[src/rtl/clock_pkg.sv]
// Shared types and timing defaults for the clock set-mode controller.
// BLINK_HALF exists only when CLOCK_SET_BLINK_EN is defined.
package clock_pkg;

    localparam int NUM_FIELDS_DEFAULT    = 6;
    localparam int REPEAT_DELAY_DEFAULT  = 500;
    localparam int REPEAT_PERIOD_DEFAULT = 100;
    localparam int TIMEOUT_DEFAULT       = 10000;
`ifdef CLOCK_SET_BLINK_EN
    localparam int BLINK_HALF            = 500;
`endif

    typedef enum logic [2:0] {
        FLD_SEC   = 3'd0,
        FLD_MIN   = 3'd1,
        FLD_HOUR  = 3'd2,
        FLD_DAY   = 3'd3,
        FLD_MONTH = 3'd4,
        FLD_YEAR  = 3'd5
    } field_e;

    typedef enum logic {
        MODE_RUN = 1'b0,
        MODE_SET = 1'b1
    } mode_e;

    // RUN ignores the field; SET(k) carries k in the field member.
    typedef struct packed {
        mode_e  mode;
        field_e field;
    } state_t;

endpackage

[src/rtl/clock_set_ctrl_if.sv]
// Button/timebase inputs and set-mode outputs of clock_set_ctrl.
// master drives buttons and tick; slave is the controller.
interface clock_set_ctrl_if
    import clock_pkg::*;
#(
    parameter int NUM_FIELDS = NUM_FIELDS_DEFAULT
);
    logic                  tick;
    logic                  btn_mode;
    logic                  btn_up;
    logic                  btn_down;
    logic [NUM_FIELDS-1:0] set_sel;
    logic                  inc;
    logic                  dec;
    logic                  run;
    logic                  blink;

    modport master (
        output tick, btn_mode, btn_up, btn_down,
        input  set_sel, inc, dec, run, blink
    );

    modport slave (
        input  tick, btn_mode, btn_up, btn_down,
        output set_sel, inc, dec, run, blink
    );
endinterface

[src/rtl/btn_repeat.sv]
// Rising-edge detect plus press-and-hold auto-repeat for one level button.
// pulse is combinational; the parent registers it.
module btn_repeat
    import clock_pkg::*;
#(
    parameter int REPEAT_DELAY  = REPEAT_DELAY_DEFAULT,
    parameter int REPEAT_PERIOD = REPEAT_PERIOD_DEFAULT
) (
    input  logic clk,
    input  logic rst_n,
    input  logic tick,
    input  logic btn,
    input  logic clear,
    output logic pulse
);
    localparam int CW = $clog2(REPEAT_DELAY) + 1;
    localparam logic [CW-1:0] HOLD_LAST   = CW'(REPEAT_DELAY - 1);
    localparam logic [CW-1:0] HOLD_RELOAD = CW'(REPEAT_DELAY - REPEAT_PERIOD);

    logic          prev_q, prev_d;
    logic [CW-1:0] hold_q, hold_d;
    logic          press;
    logic          rpt_hit;

    // After the first repeat the counter is rewound so later repeats land every REPEAT_PERIOD ticks.
    always_comb begin
        prev_d  = btn;
        press   = btn & ~prev_q;
        rpt_hit = 1'b0;
        hold_d  = hold_q;
        if (clear || !btn) begin
            hold_d = '0;
        end else if (tick) begin
            if (hold_q == HOLD_LAST) begin
                rpt_hit = 1'b1;
                hold_d  = HOLD_RELOAD;
            end else if (hold_q != '1) begin
                hold_d = hold_q + 1'b1;
            end
        end
        pulse = press | rpt_hit;
    end

    always_ff @(posedge clk or negedge rst_n) begin
        if (!rst_n) begin
            prev_q <= 1'b1;
            hold_q <= '0;
        end else begin
            prev_q <= prev_d;
            hold_q <= hold_d;
        end
    end
endmodule

[src/rtl/clock_set_ctrl.sv]
// Set-mode controller: steps RUN -> SET(0..N-1) -> RUN on mode presses, issues inc/dec pulses.
// Optional display blink is built only when CLOCK_SET_BLINK_EN is defined.
module clock_set_ctrl
    import clock_pkg::*;
#(
    parameter int NUM_FIELDS    = NUM_FIELDS_DEFAULT,
    parameter int REPEAT_DELAY  = REPEAT_DELAY_DEFAULT,
    parameter int REPEAT_PERIOD = REPEAT_PERIOD_DEFAULT,
    parameter int TIMEOUT       = TIMEOUT_DEFAULT
) (
    input  logic             clk,
    input  logic             rst_n,
    clock_set_ctrl_if.slave  bus
);
    localparam int TW = $clog2(TIMEOUT) + 1;
    localparam logic [TW-1:0] TO_LAST = TW'(TIMEOUT - 1);
    localparam logic [TW-1:0] TO_END  = TW'(TIMEOUT);

    state_t                state_q, state_d;
    logic                  mode_prev_q, mode_prev_d;
    logic [TW-1:0]         to_q, to_d;
    logic [NUM_FIELDS-1:0] set_sel_q, set_sel_d;
    logic                  run_q, run_d, inc_q, inc_d, dec_q, dec_d;
    logic                  mode_press, both, hold_clear, up_pulse, down_pulse;
    logic                  in_set, activity, timeout_hit;

    assign mode_press = bus.btn_mode & ~mode_prev_q;
    assign both       = bus.btn_up & bus.btn_down;
    assign hold_clear = both | mode_press;

    btn_repeat #(.REPEAT_DELAY(REPEAT_DELAY), .REPEAT_PERIOD(REPEAT_PERIOD)) u_up (
        .clk(clk), .rst_n(rst_n), .tick(bus.tick), .btn(bus.btn_up),
        .clear(hold_clear), .pulse(up_pulse)
    );

    btn_repeat #(.REPEAT_DELAY(REPEAT_DELAY), .REPEAT_PERIOD(REPEAT_PERIOD)) u_down (
        .clk(clk), .rst_n(rst_n), .tick(bus.tick), .btn(bus.btn_down),
        .clear(hold_clear), .pulse(down_pulse)
    );

    always_comb begin
        state_d     = state_q;
        mode_prev_d = bus.btn_mode;
        to_d        = to_q;
        timeout_hit = 1'b0;
        in_set      = (state_q.mode == MODE_SET);
        activity    = mode_press | bus.btn_up | bus.btn_down;

        if (!in_set || activity) begin
            to_d = '0;
        end else if (bus.tick) begin
            timeout_hit = (to_q == TO_LAST);
            if (to_q != TO_END) to_d = to_q + 1'b1;
        end

        if (mode_press) begin
            if (!in_set)
                state_d = '{mode: MODE_SET, field: FLD_SEC};
            else if (int'(state_q.field) == NUM_FIELDS - 1)
                state_d = '{mode: MODE_RUN, field: FLD_SEC};
            else
                state_d.field = field_e'(state_q.field + 3'd1);
        end else if (timeout_hit) begin
            state_d = '{mode: MODE_RUN, field: FLD_SEC};
        end

        set_sel_d = '0;
        if (state_d.mode == MODE_SET) set_sel_d[state_d.field] = 1'b1;
        run_d = (state_d.mode == MODE_RUN);

        // A mode press or both buttons held swallows any pending up/down pulse.
        inc_d = in_set & ~mode_press & ~both & up_pulse;
        dec_d = in_set & ~mode_press & ~both & down_pulse;
    end

    always_ff @(posedge clk or negedge rst_n) begin
        if (!rst_n) begin
            state_q     <= '{mode: MODE_RUN, field: FLD_SEC};
            mode_prev_q <= 1'b1;
            to_q        <= '0;
            set_sel_q   <= '0;
            run_q       <= 1'b1;
            inc_q       <= 1'b0;
            dec_q       <= 1'b0;
        end else begin
            state_q     <= state_d;
            mode_prev_q <= mode_prev_d;
            to_q        <= to_d;
            set_sel_q   <= set_sel_d;
            run_q       <= run_d;
            inc_q       <= inc_d;
            dec_q       <= dec_d;
        end
    end

    assign bus.set_sel = set_sel_q;
    assign bus.run     = run_q;
    assign bus.inc     = inc_q;
    assign bus.dec     = dec_q;

`ifdef CLOCK_SET_BLINK_EN
    localparam int BW = $clog2(BLINK_HALF) + 1;

    logic [BW-1:0] phase_cnt_q, phase_cnt_d, vis_cnt_q, vis_cnt_d;
    logic          phase_q, phase_d, blink_q, blink_d;

    // vis_cnt keeps the field solid for BLINK_HALF ticks after each adjustment.
    always_comb begin
        phase_cnt_d = phase_cnt_q;
        vis_cnt_d   = vis_cnt_q;
        phase_d     = phase_q;
        if (state_d.mode == MODE_RUN) begin
            phase_cnt_d = '0;
            vis_cnt_d   = '0;
            phase_d     = 1'b0;
        end else begin
            if (inc_d || dec_d)
                vis_cnt_d = BW'(BLINK_HALF);
            else if (bus.tick && vis_cnt_q != '0)
                vis_cnt_d = vis_cnt_q - 1'b1;
            if (bus.tick) begin
                if (phase_cnt_q == BW'(BLINK_HALF - 1)) begin
                    phase_cnt_d = '0;
                    phase_d     = ~phase_q;
                end else begin
                    phase_cnt_d = phase_cnt_q + 1'b1;
                end
            end
        end
        blink_d = (state_d.mode == MODE_SET) & (phase_d | (vis_cnt_d != '0));
    end

    always_ff @(posedge clk or negedge rst_n) begin
        if (!rst_n) begin
            phase_cnt_q <= '0;
            vis_cnt_q   <= '0;
            phase_q     <= 1'b0;
            blink_q     <= 1'b0;
        end else begin
            phase_cnt_q <= phase_cnt_d;
            vis_cnt_q   <= vis_cnt_d;
            phase_q     <= phase_d;
            blink_q     <= blink_d;
        end
    end

    assign bus.blink = blink_q;
`else
    assign bus.blink = 1'b0;
`endif
endmodule

[src/flat_wrapper.sv]
// flat-port wrapper written by rule: the top's interface ports become plain ports
module clock_set_ctrl_flat import clock_pkg::*;
#(
    parameter int NUM_FIELDS    = NUM_FIELDS_DEFAULT,
    parameter int REPEAT_DELAY  = REPEAT_DELAY_DEFAULT,
    parameter int REPEAT_PERIOD = REPEAT_PERIOD_DEFAULT,
    parameter int TIMEOUT       = TIMEOUT_DEFAULT
)
  (clk, rst_n, bus_tick, bus_btn_mode, bus_btn_up, bus_btn_down, bus_set_sel, bus_inc, bus_dec, bus_run, bus_blink);
  clock_set_ctrl_if #(.NUM_FIELDS(NUM_FIELDS)) bus_i ();
  input  logic clk;
  input  logic rst_n;
  input wire logic [$bits(bus_i.tick)-1:0] bus_tick;
  input wire logic [$bits(bus_i.btn_mode)-1:0] bus_btn_mode;
  input wire logic [$bits(bus_i.btn_up)-1:0] bus_btn_up;
  input wire logic [$bits(bus_i.btn_down)-1:0] bus_btn_down;
  output wire logic [$bits(bus_i.set_sel)-1:0] bus_set_sel;
  output wire logic [$bits(bus_i.inc)-1:0] bus_inc;
  output wire logic [$bits(bus_i.dec)-1:0] bus_dec;
  output wire logic [$bits(bus_i.run)-1:0] bus_run;
  output wire logic [$bits(bus_i.blink)-1:0] bus_blink;
  assign bus_i.tick = bus_tick;
  assign bus_i.btn_mode = bus_btn_mode;
  assign bus_i.btn_up = bus_btn_up;
  assign bus_i.btn_down = bus_btn_down;
  assign bus_set_sel = bus_i.set_sel;
  assign bus_inc = bus_i.inc;
  assign bus_dec = bus_i.dec;
  assign bus_run = bus_i.run;
  assign bus_blink = bus_i.blink;
  clock_set_ctrl #(.NUM_FIELDS(NUM_FIELDS), .REPEAT_DELAY(REPEAT_DELAY), .REPEAT_PERIOD(REPEAT_PERIOD), .TIMEOUT(TIMEOUT)) u_core (.clk(clk), .rst_n(rst_n), .bus(bus_i));
endmodule
[config.mk]
export PLATFORM = sky130hd
export DESIGN_NAME = clock_set_ctrl_flat
export DESIGN_NICKNAME = d
export VERILOG_FILES = /design/src/rtl/clock_pkg.sv /design/src/rtl/clock_set_ctrl_if.sv /design/src/rtl/btn_repeat.sv /design/src/rtl/clock_set_ctrl.sv /design/src/flat_wrapper.sv
export SDC_FILE = /design/constraint.sdc
export NUM_CORES = 1
export LEC_CHECK = 0
export CELL_PAD_IN_SITES_DETAIL_PLACEMENT = 0
export CELL_PAD_IN_SITES_GLOBAL_PLACEMENT = 1
export CORE_AREA = 2 2 99 101
export CTS_BUF_LIST = sky130_fd_sc_hd__clkbuf_4 sky130_fd_sc_hd__clkbuf_8
export CTS_CLUSTER_DIAMETER = 60
export DETAILED_ROUTE_END_ITERATION = 8
export DIE_AREA = 0 0 101 103
export GPL_ROUTABILITY_DRIVEN = 0
export GPL_TIMING_DRIVEN = 0
export PLACE_DENSITY = 0.64
export SYNTH_ARGS = -nofsm -noshare
export SYNTH_HDL_FRONTEND = slang
export SYNTH_HIERARCHICAL = 1
export SYNTH_SLANG_ARGS = --single-unit
[constraint.sdc]
create_clock -name clk -period 2.05 [get_ports clk]
set_input_delay 0.5125 -clock clk [delete_from_list [all_inputs] [get_ports clk]]
set_output_delay 0.5125 -clock clk [all_outputs]
set_load 0.01 [all_outputs]
Yosys cells after proc, flatten, opt, wreduce, memory -nomap -nowiden --
Cells that the tools add are included.
Word-level totals: bits in registers 51, output and inout port bits 10, input bits 6, word-level logic and storage cells 87
Cells by class: magnitude comparators 2, mux-type cells 27, equality and inequality tests 7, bitwise operators 19, add/subtract/negate cells 4, reduce and logical (&&, ||, !) cells 16
Operator list (number):
- 10-bit two-way mux | 8
- 15-bit two-way mux | 3
- 10-bit by 1-bit adder with 10-bit output (second input constant) | 2
- 10-bit by 9-bit equality test with 1-bit output (second input constant) | 2
- 10-bit != test (second input constant) | 2
- 15-bit by 1-bit adder with 15-bit output (second input constant) | 1
- 15-bit by 14-bit equality test with 1-bit output (second input constant) | 1
- 15-bit by 14-bit != test with 1-bit output (second input constant) | 1
- 4-bit two-way mux | 3
- 1-bit two-way mux | 10
- 1-bit bitwise AND | 8
- 2-bit nonzero test | 4
- 6-bit two-way mux | 1
- 1-bit inverter | 6
- 2-bit AND reduction | 3
- 3-bit nonzero test | 2
- 1-bit OR | 5
- 3-bit by 4-bit less-than comparator with 1-bit output (second input constant) | 1
- 3-bit by 1-bit adder with 3-bit output (second input constant) | 1
- 1-bit demux with 3-bit select | 1
- 3-bit equality test (second input constant) | 1
- 3-bit by 1-bit >= comparator with 1-bit output (second input constant) | 1
- 1-bit logical NOT | 3
- 1-bit logical OR | 3
- other kinds (2) | 2

Logic depth before layout (Yosys ltp) --
depth after elaboration 13, gate-level depth with buffers 9

Hierarchy --
Netlist, hierarchy kept.
By module, submodules not included:
- clock_set_ctrl | instances 1, cells an instance 148, sequential area each 728.2 um2, area an instance 1471.4 um2
- btn_repeat | instances 2, cells an instance 67, sequential area each 276.5 um2, area an instance 625.6 um2

Least setup slack after synthesis --
OpenSTA, ideal clock, no wires.
path type input -> register, start point input port bus_btn_mode, end point register u_core.u_down.hold_q[6], required time 1.955 ns, library setup time 0.095 ns, setup slack 0.027 ns, arrival 1.927 ns, stages 9, buffers on the path 2, cell sequence nor2b_1 clkbuf_1 a21oi_1 inv_1 nor2b_1 buf_2 nand2_1 or4b_1 o31ai_1
On the way: cells in the longest elaborated chain, start to end 5, elaborated cells between the ends (all ways) 7
Ends and longest elaborated chain:
- start, declared | line flat_wrapper.sv:14 | input wire logic [$bits(bus_i.btn_mode)-1:0] bus_btn_mode;
- 1-bit bitwise AND (*) | line clock_set_ctrl.sv:27 | assign mode_press = bus.btn_mode & ~mode_prev_q;
- 1-bit OR (*) | line clock_set_ctrl.sv:29 | assign hold_clear = both | mode_press;
- named net u_core.hold_clear | line clock_set_ctrl.sv:24 | logic mode_press, both, hold_clear, up_pulse, down_pulse;
- 1-bit logical OR (*) | line btn_repeat.sv:31 | if (clear || !btn) begin
- 3-bit nonzero test (no source line) or 2-bit nonzero test (tied branches)
- 2-bit AND reduction (no source line)
- end signal, assigned | line btn_repeat.sv:50 | hold_q <= hold_d;
- end, declared | line btn_repeat.sv:21 | logic [CW-1:0] hold_q, hold_d;
Mark *: on every way through the listed nets, which the timed path passes. The rest lies on a longest branch. A chain may end at the register's enable or synchronous reset.

Worst setup path after layout --
start point register u_core.to_q[11], end point register u_core.set_sel_q[5] (netlist: u_core/bus.set_sel[5])
On the way: cells in the longest elaborated chain, start to end 10, elaborated cells between the ends (all ways) 11
Ends and longest elaborated chain:
- start, declared | line clock_set_ctrl.sv:21 | logic [TW-1:0] to_q, to_d;
- start signal, assigned | line clock_set_ctrl.sv:88 | to_q <= to_d;
- 15-bit by 14-bit equality test with 1-bit output (*) | line clock_set_ctrl.sv:52 | timeout_hit = (to_q == TO_LAST);
- 1-bit two-way mux (*) | line clock_set_ctrl.sv:51 | end else if (bus.tick) begin
- 1-bit two-way mux (*) | line clock_set_ctrl.sv:49 | if (!in_set || activity) begin
- 4-bit two-way mux (*) | line clock_set_ctrl.sv:63 | end else if (timeout_hit) begin
- 4-bit two-way mux (*) | line clock_set_ctrl.sv:56 | if (mode_press) begin
- 3-bit by 4-bit less-than comparator with 1-bit output (implied by the code) or 3-bit by 1-bit >= comparator with 1-bit output (tied branches) | line clock_set_ctrl.sv:68 | if (state_d.mode == MODE_SET) set_sel_d[state_d.field] = 1'b1;
- 1-bit logical AND (implied by the code) | line clock_set_ctrl.sv:68
- 1-bit two-way mux (implied by the code) | line clock_set_ctrl.sv:68
- 1-bit demux with 3-bit select
- 6-bit two-way mux (*) | line clock_set_ctrl.sv:68
- named net u_core.set_sel_d[5] | line clock_set_ctrl.sv:22 | logic [NUM_FIELDS-1:0] set_sel_q, set_sel_d;
- end signal, assigned | line clock_set_ctrl.sv:89 | set_sel_q <= set_sel_d;
- end, declared | line clock_set_ctrl.sv:22
Marked as above.

==> out/metrics.csv <==
stage;metric;value;unit
worst_setup_path;ff2ff_setup_slack;20;ps
power;peakVddDrop;281.0;uV
sta;fmax;493.6;MHz
placement;dp.cells;411;
worst_setup_path;worst-r2r-cell-count;4;
placement;dpl_worst_slack;-771.8;ps
sta;timing.setup.tns;0;ps
detailed_routing;dr.first_iter.drc_count;44;
yosys;synth.distinct_cells;51;
power;total_power;1.981;mW
grt;grt_use_total;0.1188;
yosys;synth_largest_area_cell;dfrtp_1;
power;power_density;615.4;nW/um^2
sta;worstMarginPinSlew;621.0;ps
cts;cts-root-buf;clkbuf_8;
cts;clk_latency;310;ps
placement;place_area;3020;sq um
yosys;syn_area;2723;sq um
finish;design_area;3219;sq um
power;power.leakage;1.251;nW
cts;cts_hold_buf;0;
sta;period_minus_slack;2026;ps
finish;drive_above_1_share;0.1608;
detailed_routing;drc;0;
sta;max_slew_margin;0.5860;
worst_setup_path;end_kind;flip-flop;
floorplan;core;9459;sq um
detailed_routing;drtAntennaViolNets;0;
floorplan;io_pins;16;
finish;fin_util;0.3403;
detailed_routing;vias_per_cell;5.111;
cts;clock_path_buffers;2;
yosys;syn-num-nets;292;
worst_setup_path;startpoint_type;flip-flop;
worst_setup_path;critPathRequiredTime;2260;ps
yosys;yosys.area.top_type_share;0.4320;
detailed_routing;routed_wl;5796;microns
cts;h-tree-depth;2;
worst_setup_path;cp.arrival;2240;ps
yosys;syn_inst;282;
detailed_routing;routedWlPerCell;13.64;microns
yosys;yosys_warnings;6;
grt;first_global_vias;2176;
sta;hold-worst-slack;201.8;ps
grt;grt-ovfl-total;0;
yosys;async_reset_ff_frac;1.000;
yosys;synthFlopType;dfrtp_1;
status;status;complete, no violations;
finish;nets;320;
cts;cts_sinks;51;
worst_hold_path;hp-class;in2async;
placement;dpl.hpwl;4111;microns
worst_setup_path;path_class;reg2reg;
floorplan;dieHeight;103;microns
sta;hold_viol;0;
finish;area_delta_synth_final;18.24;%
floorplan;die_area;10400;sq um
sta;fin_skew;8.745;ps
detailed_routing;drt_pass1_iterations;4;
sta;drv_slew;0;
placement;io_buffer_count;14;
yosys;yosysSeqAreaShare;0.4706;
worst_setup_path;path_max_fanout;4;
detailed_routing;vias;2172;
grt;grt_max_degree;27;
yosys;ys_ff_latch;51;
sta;period_share;0.9883;
job;cap_viol_max_count;0;
grt;grt_first_pass_wirelength;10080;microns
finish;antennaDiodeCount;0;
yosys;synth_area_leaders;dfrtp_1 (43%), dfstp_2 (3.9%), nand3_1 (3.9%);
cts;clk_pin_slew;110;ps
floorplan;row_count;36;
cts;cts_tree;done;
sta;finalWorstSetupSlack;24.05;ps
cts;numCtsBuffers;5;
floorplan;dieWidth;101;microns
sta;setup_violations;0;
floorplan;initial_core_util;0.2878;
finish;stdcell_count;425;
grt;antenna_found_initial;0;
yosys;synth.avg_cell_area;9.655;sq um
yosys;synth_edf_count;0;
-- final timing paths --
check,from,endpoint
setup / recovery,u_core/to_q[11],u_core/bus.set_sel[5]
hold / removal,rst_n,u_core/bus.set_sel[2]
setup reg to reg,u_core/to_q[11],u_core/bus.set_sel[5]
hold reg to reg,u_core/to_q[14],u_core/to_q[14]
max in group asynchronous,rst_n,u_core/u_down/prev_q
min in group clk,bus_btn_mode,u_core/mode_prev_q
-- registers in the layout (all words and copies together), names as in the netlist --
signal,count
u_core/state_q,3
u_core/u_up/prev_q,1
u_core/bus.run,1
u_core/to_q,15
u_core/u_up/hold_q,10
u_core/u_down/hold_q,10
u_core/bus.dec,1
u_core/bus.set_sel,6
u_core/u_down/prev_q,1
u_core/mode_prev_q,1
u_core/in_set,1
u_core/bus.inc,1
-- synth_stat cells (5+ instances only) --
cell type	count
o21ai_0	11
or3_1	8
nor2b_1	5
xnor2_1	6
nand3_1	21
or4_1	5
nand4_1	10
nand2_1	20
nor4_1	5
clkbuf_1	6
o31ai_1	11
nor2_1	13
dfrtp_1	47
a21oi_1	16
xor2_1	5
o211ai_1	7
or4b_1	5
inv_1	12
and3_1	5
-- power breakdown --
part           switching, mW  internal (mW)
registers             0.0261           1.05
clock network          0.369          0.252
logic                  0.158          0.125
-- final cells by class --
| type | instances | area, sq um |
|---|---|---|
| tap | 114 | 142.6 |
| buffer | 10 | 56.30 |
| fill | 979 | 6240 |
| sequential | 51 | 1281 |
| clock inverter | 3 | 26.28 |
| inverter | 12 | 45.04 |
| timing repair buffer | 23 | 217.7 |
| multi-input combinational | 207 | 1381 |
| clock buffer | 5 | 68.82 |
-- cells by family after synthesis --
family                     Yosys count  synth area share
adders and majority gates            4           0.01838
and+or+nand+nor                    128            0.2845
xor gates and xnor gates            11           0.03539
buffers and inverters               24           0.03768
other                                1          0.001377
AOI/OAI and AO/OA                   61            0.1448
muxes                                2          0.007353
DFF                                 51            0.4706
-- worst max-delay path, stage by stage (launching register included) --
cell     delay [ps]
dfrtp_1         430
or4b_4          550
or3_4           410
o31a_4          370
and3_4          180
-- layer usage --
layer | GRT usage | vias to the layer above | share of wire
met1 | 0.1506 | 1047 | 0.49
li1 | - | 1099 | -
met5 | 0 | - | 0
met2 | 0.2051 | 21 | 0.48
met3 | 0.02644 | 5 | 0.026
met4 | 0.03222 | 0 | 0.0079
-- cells in the final DEF, fill, tap and decap left out, types with 3 or more instances in the layout --
cell             count
nand3_1             21
nor4_1               4
nand2b_1             3
nand2_1             20
buf_2                3
inv_1               12
nand4b_1             4
nor2_1              13
o31ai_1             11
nand4_1             10
nor2b_1              4
or4b_1               4
nor3_1               3
o21ai_1              3
clkbuf_8             5
dfstp_2              4
o21ai_0             11
ha_1                 4
or3_1                8
dfrtp_1             47
or4_1                4
o211ai_1             7
or2_1                4
xor2_1               5
clkdlybuf4s50_1      9
o22ai_1              4
buf_4               11
a21oi_1             15
xnor2_1              6
clkbuf_1             3
and3_1               3
-- what timing repair did --
item | 4_1_cts | 5_1_grt
pin swaps | 2 | 1
hold endpoints to repair | 0 | 0
resized for setup | 12 | 7
buffers inserted | 7 | 1
endpoints found under the setup margin | 37 | 19
(Power assumes the default switching activity.)
